<file path="config.mk">
export PLATFORM = sky130hd
export DESIGN_NAME = branch_predictor
export DESIGN_NICKNAME = d
export VERILOG_FILES = /design/src/rtl/branch_predictor_pkg.sv /design/src/rtl/bp_sat_counter.sv /design/src/rtl/branch_predictor.sv
export SDC_FILE = /design/constraint.sdc
export NUM_CORES = 1
export LEC_CHECK = 0
export BUFFER_PORTS_ARGS = -buffer_cell sky130_fd_sc_hd__buf_2
export CAP_MARGIN = 0
export CORE_AREA = 3 3 163 165
export CTS_BUF_LIST = sky130_fd_sc_hd__clkbuf_4
export DETAILED_ROUTE_END_ITERATION = 6
export DIE_AREA = 0 0 166 168
export PLACE_DENSITY = 0.79
export SYNTH_ARGS = -nofsm -noshare
export SYNTH_HDL_FRONTEND = slang
export SYNTH_SLANG_ARGS = --single-unit
</file>
<file path="constraint.sdc">
create_clock -name clk -period 4.2 [get_ports clk]
set_clock_uncertainty 0.15 [all_clocks]
set_input_delay 0.63 -clock clk [delete_from_list [all_inputs] [get_ports clk]]
set_output_delay 0.63 -clock clk [all_outputs]
set_load 0.01 [all_outputs]
</file>
<file path="src/rtl/branch_predictor_pkg.sv">
// rtl/branch_predictor_pkg.sv - shared defaults, counter states and table entry type
package branch_predictor_pkg;

  localparam int DEF_ADDR_W  = 16;
  localparam int DEF_ENTRIES = 8;
  localparam int DEF_STAT_W  = 16;

  // Storage width of the tag/target fields; ADDR_W must not exceed it.
  localparam int PC_MAX_W = DEF_ADDR_W;

  localparam logic [1:0] SNT = 2'b00;
  localparam logic [1:0] WNT = 2'b01;
  localparam logic [1:0] WT  = 2'b10;
  localparam logic [1:0] ST  = 2'b11;

  typedef struct packed {
    logic                valid;
    logic [PC_MAX_W-1:0] tag;
    logic [PC_MAX_W-1:0] target;
    logic [1:0]          ctr;
  } bp_entry_t;

endpackage

</file>
<file path="src/rtl/bp_sat_counter.sv">
// rtl/bp_sat_counter.sv - 2-bit saturating direction counter update
module bp_sat_counter
  import branch_predictor_pkg::*;
(
  input  logic [1:0] state,
  input  logic       taken,
  output logic [1:0] next_state
);

  always_comb begin
    next_state = state;
    if (taken && (state != ST)) begin
      next_state = state + 2'b01;
    end else if (!taken && (state != SNT)) begin
      next_state = state - 2'b01;
    end
  end

endmodule

</file>
<file path="src/rtl/branch_predictor.sv">
// rtl/branch_predictor.sv - direct-mapped BTB with 2-bit counters and mispredict stats
module branch_predictor
  import branch_predictor_pkg::*;
#(
  parameter int ADDR_W  = DEF_ADDR_W,
  parameter int ENTRIES = DEF_ENTRIES,
  parameter int STAT_W  = DEF_STAT_W
) (
  input  logic              clk,
  input  logic              rst,
  input  logic              en,
  input  logic              flush,
  input  logic [ADDR_W-1:0] if_pc,
  output logic              pred_taken,
  output logic [ADDR_W-1:0] pred_pc,
  input  logic              ex_valid,
  input  logic [ADDR_W-1:0] ex_pc,
  input  logic              ex_taken,
  input  logic [ADDR_W-1:0] ex_target,
  input  logic              ex_pred_taken,
  input  logic [ADDR_W-1:0] ex_pred_pc,
  output logic              mispredict,
  output logic [ADDR_W-1:0] recover_pc,
  output logic [STAT_W-1:0] br_cnt,
  output logic [STAT_W-1:0] mis_cnt
);

  localparam int IDX_W = $clog2(ENTRIES);

  bp_entry_t         r_tab [ENTRIES];
  logic [STAT_W-1:0] r_br_cnt;
  logic [STAT_W-1:0] r_mis_cnt;

  logic [IDX_W-1:0]    w_if_idx;
  logic [IDX_W-1:0]    w_ex_idx;
  logic [PC_MAX_W-1:0] w_if_tag;
  logic [PC_MAX_W-1:0] w_ex_tag;
  bp_entry_t           w_if_ent;
  bp_entry_t           w_ex_ent;
  logic                w_if_hit;
  logic                w_ex_hit;
  logic [1:0]          w_ex_ctr_nxt;

  assign w_if_idx = if_pc[IDX_W-1:0];
  assign w_ex_idx = ex_pc[IDX_W-1:0];
  assign w_if_tag = PC_MAX_W'(if_pc >> IDX_W);
  assign w_ex_tag = PC_MAX_W'(ex_pc >> IDX_W);
  assign w_if_ent = r_tab[w_if_idx];
  assign w_ex_ent = r_tab[w_ex_idx];
  assign w_if_hit = w_if_ent.valid && (w_if_ent.tag == w_if_tag);
  assign w_ex_hit = w_ex_ent.valid && (w_ex_ent.tag == w_ex_tag);

  // Lookup reads registered contents only, so a same-cycle update is not bypassed.
  assign pred_taken = w_if_hit && w_if_ent.ctr[1];
  assign pred_pc    = pred_taken ? w_if_ent.target[ADDR_W-1:0] : if_pc + ADDR_W'(1);

  assign mispredict = ex_valid &&
                      ((ex_taken != ex_pred_taken) ||
                       (ex_taken && ex_pred_taken && (ex_target != ex_pred_pc)));
  assign recover_pc = ex_taken ? ex_target : ex_pc + ADDR_W'(1);

  bp_sat_counter u_ctr (
    .state      (w_ex_ent.ctr),
    .taken      (ex_taken),
    .next_state (w_ex_ctr_nxt)
  );

  always_ff @(posedge clk or negedge rst) begin
    if (!rst) begin
      for (int i = 0; i < ENTRIES; i++) begin
        r_tab[i] <= '0;
      end
    end else if (en) begin
      if (flush) begin
        for (int i = 0; i < ENTRIES; i++) begin
          r_tab[i].valid <= 1'b0;
        end
      end else if (ex_valid) begin
        if (w_ex_hit) begin
          r_tab[w_ex_idx].ctr <= w_ex_ctr_nxt;
          if (ex_taken) begin
            r_tab[w_ex_idx].target <= PC_MAX_W'(ex_target);
          end
        end else if (ex_taken) begin
          r_tab[w_ex_idx] <= '{valid: 1'b1, tag: w_ex_tag,
                               target: PC_MAX_W'(ex_target), ctr: WT};
        end
      end
    end
  end

  // Statistics keep counting through a flush.
  always_ff @(posedge clk or negedge rst) begin
    if (!rst) begin
      r_br_cnt  <= '0;
      r_mis_cnt <= '0;
    end else if (en && ex_valid) begin
      if (r_br_cnt != '1) begin
        r_br_cnt <= r_br_cnt + STAT_W'(1);
      end
      if (mispredict && (r_mis_cnt != '1)) begin
        r_mis_cnt <= r_mis_cnt + STAT_W'(1);
      end
    end
  end

  assign br_cnt  = r_br_cnt;
  assign mis_cnt = r_mis_cnt;

endmodule

</file>
==> results.cfg, run 1 <==
[run_status]
status = finished, final reports clean

[placement]
port_buffers = 136
dp_slack_ps = -29.0
hpwl_mm = 28.6
gp_congestion = 0.950
dp_cells = 1644
place_area_um2 = 16700

[synth]
yosys-top-cells-area = dfrtp_1 (46%), mux2_2 (16%), mux4_2 (10%), mux2i_1 (3.8%), xor2_1 (3.5%)
ys_warn_count = 0
syn_nets = 1300
yosysUniqueCellTypes = 61
ys_seq_area_frac = 0.462
yosysTopAreaCell = dfrtp_1
netlist_area_um2 = 15600
synth_edf_count = 0
synthCells = 1222
synth_top_area_share = 0.462
synth_flop_cell = dfrtp_1
synthArstFlopShare = 1.00
synth_seq_cells = 288
avgSynthCellArea_um2 = 12.8

[pwr]
leakagePower_nw = 8.48
p_per_area_nw_per_um2 = 407
finalPower_mw = 7.29
peakVddDrop_mv = 0.375

[finish]
area_growth_pct = 14.7
final_area_um2 = 17900
fin_util = 0.711
instances_no_fill = 1795
fillers = 1753
drive_gt1_frac = 0.436
multi_input_area_um2 = 7910
seqCellArea_um2 = 7210
nets = 1481

[routing]
drt_first_pass_iters = 5
drt-total-wl_mm = 41.2
postRouteAntennaNets = 0
vias_per_cell = 6.23
drt_iter0_markers = 927
drc = 0
vias = 11200
post_drt_wl_per_cell_um = 23.0

[worst_setup_path]
cp_data_arrival_time_ps = 3400
cp.required_ps = 3420
critPathMaxFanout = 8
path_class = flop to output pin
critPathLaunchType = flop
rrSetupSlack_ps = 1000
cpPeakStageDelay_ps = 520
crit_family = multiplexers
path_cells = mux4_2, mux2i_2, xor2_1, o2111ai_1, nor4_4, buf_6, buf_4, mux2i_1, o21ai_1, buf_2
worst_setup_path_end_kind = output pin
cp_num_buf_inv = 3
cp_slowest_cell = mux4_2

[timing]
whs_ps = 89.1
hold_viol = 0
worstMarginPinSlew_ps = 1020
drv_slew = 0
period_minus_slack_ps = 4180
setup_viol = 0
fin_ws_ps = 22.0
fin_crit_sh = 0.995
rsz0062_at_grt = yes
max_freq_ghz = 0.239
tns_ps = 0
slew_headroom = 0.318

[clock_network]
cts-root-buf = clkbuf_4
clk_latency_ps = 700
h-tree-depth = 3
clkTransAtPathRegs_ps = 70
cts_buffer_depth = 3
tritoncts = done
cts.sinks = 288
numCtsBuffers = 80

[floorplan]
die_h_um = 168
io_pins = 137
die_area_um2 = 27900
die-width_um = 166
initial_core_util = 0.620
row_count = 58
coreArea_um2 = 25200

[grt]
grt_util_all_layers = 0.293
overflow = 0
grt_max_degree = 117
grt_pass1_wl_mm = 63.9
grt_antenna_before_repair = 2
grt_pass1_vias = 11400

[job]
drv_cap = 0

[hold_path]
hp-class = input port to flop
[routing by layer]
layer	part of all wire	GRT usage	vias up
li1	-	-	4901
met1	0.40	0.381	5640
met2	0.48	0.477	541
met3	0.090	0.0845	94
met4	0.030	0.101	2
met5	0.00032	0	-
[cell usage in the layout (no fill, tap or decap), drive strengths merged, types with 4 or more instances in the layout]
cell / count
o22ai: 4
xor2: 63
mux4: 69
nand4: 18
buf: 193
o21ai: 30
clkinv: 26
nand2b: 5
a21oi: 18
clkbuf: 115
xnor2: 33
nor2: 46
o2111ai: 4
a22oi: 12
nand2: 62
nor3: 19
and4: 6
mux2: 244
a221oi: 6
nor4: 9
nand3b: 6
nor2b: 8
nand3: 37
inv: 15
ha: 7
a22o: 8
and2: 6
dfrtp: 288
a2bb2oi: 9
and3: 14
mux2i: 59
[Yosys cell counts (9+ instances only)]
master,count
dfrtp_1,288
mux2_2,221
mux4_2,69
xor2_1,63
mux2i_1,59
nand2_1,59
clkbuf_1,45
nor2_1,43
nand3_1,36
xnor2_1,33
o21ai_0,30
buf_2,20
nor3_1,19
a21oi_1,18
nand4_1,18
buf_1,15
inv_1,15
and3_1,14
mux2_1,14
a22oi_1,12
a2bb2oi_1,9
mux2_4,9
[area by class of cell]
type,instances,share of cell area
multi-input cells,823,0.442
inverters,15,0.00315
repair buffers,195,0.0703
diodes,1,0.000140
clock inverters,29,0.0111
well taps,330,0.0231
flip-flops and latches,288,0.403
clock buffers,114,0.0478
[timing repair]
| action | CTS | global route |
|---|---|---|
| setup endpoints to repair | 1 | 15 |
| gates cloned | 0 | 1 |
| pin swaps | 0 | 7 |
| gates resized for setup | 2 | 10 |
| hold buffers | 1 | 0 |
| hold endpoints to repair | 111 | 0 |
| setup buffers | 0 | 5 |
[worst paths after layout]
| check | startpoint | end | cells past startpoint |
|---|---|---|---|
| max in group asynchronous | rst | r_tab[120]$_DFFE_PN0P_ | 3 |
| setup / recovery | r_tab[19]$_DFFE_PN0P_ | pred_pc[3] | 10 |
| min in group asynchronous | rst | r_tab[176]$_DFFE_PN0P_ | 2 |
| hold / removal | flush | r_tab[209]$_DFFE_PN0P_ | 2 |
| hold reg to reg | br_cnt[4]$_DFFE_PN0P_ | br_cnt[4]$_DFFE_PN0P_ | 1 |
| setup reg to reg | r_tab[234]$_DFFE_PN0P_ | r_tab[123]$_DFFE_PN0P_ | 9 |
[where the power goes]
part	switching, mW	total (mW)	internal (mW)	leakage (nW)
sequential	0.265	3.39	3.13	3.80
combinational	0.610	1.29	0.677	4.06
clock	1.17	2.61	1.44	0.622
total	2.05	7.29	5.24	8.48
[flip-flops by register name, indices dropped and copies added (netlist names)]
register / count
mis_cnt: 16
br_cnt: 16
r_tab: 256
[cell families after synthesis]
group / Yosys count / share of synthesized area
multiplexers: 372 / 0.316
flip-flops: 288 / 0.462
AND/OR/NAND/NOR: 243 / 0.0821
buffers and inverters: 111 / 0.0346
AO/OA/AOI/OAI: 105 / 0.0462
XOR/XNOR: 96 / 0.0539
adder cells (fa/ha/maj): 7 / 0.00561
(Power assumes the default switching activity.)
==> run 2, diff against run 1 <==
CORE_AREA = 3 3 152 183   (was 3 3 163 165)
DIE_AREA = 0 0 155 186   (was 0 0 166 168)
PLACE_DENSITY = 0.76   (was 0.79)
==> run 2 against run 1 <==
Net effect: sequential cell count did not move; hold slack better by 11 ps; non-clock buffer count is 8 lower; cell count shrank 0.84%; global-route usage decreased by 0.29 points; worst setup slack improved by 54 ps; clock power down 9.2%; first-iteration DRC count is 24% lower; fmax rose by 1.3%; die area is 3.4% higher.
==> results.cfg, run 2 (synthesized netlist as in run 1, its figures left out) <==
[timing]
fin_crit_sh = 0.982
rsz0062_at_grt = yes
whs_ps = 100
setup_viol = 0
worstMarginPinSlew_ps = 1040
hold_viol = 0
max_freq_ghz = 0.242
drv_slew = 0
slew_headroom = 0.305
period_minus_slack_ps = 4120

[hold_path]
hp-class = input port to flop

[routing]
drt_first_pass_iters = 5
drt-total-wl_mm = 41.3
post_drt_wl_per_cell_um = 23.2
vias_per_cell = 6.25
postRouteAntennaNets = 0
drc = 0
vias = 11100
drt_iter0_markers = 708

[worst_setup_path]
cp_slowest_cell = mux4_2
cpPeakStageDelay_ps = 470
worst_setup_path_end_kind = output pin
crit_family = multiplexers
cp_num_buf_inv = 2
path_cells = mux4_2, mux2i_2, xor2_1, nand4_1, nor4_4, buf_6, nor2_1, a311oi_1, o21ai_1, buf_2
path_class = flop to output pin
critPathMaxFanout = 8
cp.required_ps = 3420
cp_data_arrival_time_ps = 3340
critPathLaunchType = flop

[placement]
hpwl_mm = 28.4
place_area_um2 = 16700
gp_congestion = 0.906
port_buffers = 136

[finish]
largest_reg_flops = 256
seqCellArea_um2 = 7210
nets = 1468
fillers = 1993
final_cell_mix = dfrtp_1 (288), mux2_2 (221), buf_2 (134)
drive_gt1_frac = 0.433
final_area_um2 = 17700
layout_commonest_cell = dfrtp_1
area_growth_pct = 13.5
largest_register = r_tab
multi_input_area_um2 = 7920

[floorplan]
initial_core_util = 0.594
die_area_um2 = 28800
row_count = 65
die-width_um = 155
io_pins = 137
die_h_um = 186
coreArea_um2 = 26300

[pwr]
p_per_area_nw_per_um2 = 397
peakVddDrop_mv = 0.242
leakagePower_nw = 8.38

[clock_network]
cts_buffer_depth = 3
tritoncts = done
numCtsBuffers = 75
clk_latency_ps = 710
cts.sinks = 288
clkTransAtPathRegs_ps = 70
h-tree-depth = 3
cts-root-buf = clkbuf_4

[grt]
grt_util_all_layers = 0.290
overflow = 0
grt_pass1_vias = 11600
grt_antenna_before_repair = 6
grt_max_degree = 120
grt_pass1_wl_mm = 64.8

[run_status]
status = finished, final reports clean

[job]
drv_cap = 0
## run 2: through the flow
stage           util  worst slack [ps]  setup TNS (ps)  power, mW  std cells
2_1_floorplan      -               397               0       4.22       1222
3_3_place_gp   0.636               159               0       4.63       1645
3_5_place_dp   0.636               152               0       4.69       1645
4_1_cts        0.671              25.3               0       7.08       1774
5_1_grt        0.674              -147            -758       7.41       1780
6_report       0.674              75.8               0       7.04       1780
## run 2: worst reg2reg max path, cell delays in order (launching register included)
cell	delay, ps
dfrtp_1	410
mux2_1	310
a221o_1	290
a21oi_1	160
xor2_1	280
nand4b_1	210
nor4_4	410
buf_4	320
nor2_1	80
buf_4	230
mux2_2	310
## run 2: repair_timing
item	4_1_cts	5_1_grt
resized for setup	1	11
pin swaps	1	8
endpoints found under the setup margin	1	16
endpoints found under the hold margin	116	0
hold buffers	1	0
setup buffers	0	2
## run 2: area by class of cell
cell class,count,area share
diodes,4,0.000565
clock buffers,108,0.0458
clock inverters,20,0.00579
inverters,15,0.00318
multi-input cells,823,0.447
flip-flops and latches,288,0.407
well taps,335,0.0237
repair buffers,187,0.0672
## run 2: worst paths after layout
path	start	end	slack [ps]	cells after the start
min in group asynchronous	rst	r_tab[216]$_DFFE_PN0P_	480	2
max in group asynchronous	rst	r_tab[163]$_DFFE_PN0P_	2480	3
min reg2reg	br_cnt[4]$_DFFE_PN0P_	br_cnt[4]$_DFFE_PN0P_	340	1
max reg2reg	r_tab[94]$_DFFE_PN0P_	r_tab[232]$_DFFE_PN0P_	910	10
max	r_tab[125]$_DFFE_PN0P_	pred_pc[3]	80	10
min	flush	r_tab[244]$_DFFE_PN0P_	100	2
## run 2: power by group
group	internal [mW]	switching, mW
Combinational	0.672	0.608
Clock	1.24	1.13
Sequential	3.13	0.262
## run 2: metal layers
layer,vias up,global-route usage,share of wire,routed length [µm]
met5,-,0,0.00056,23
met4,4,0.128,0.033,1360
met3,107,0.0656,0.073,3000
met2,483,0.473,0.49,20400
met1,5661,0.374,0.40,16500
li1,4872,-,-,-
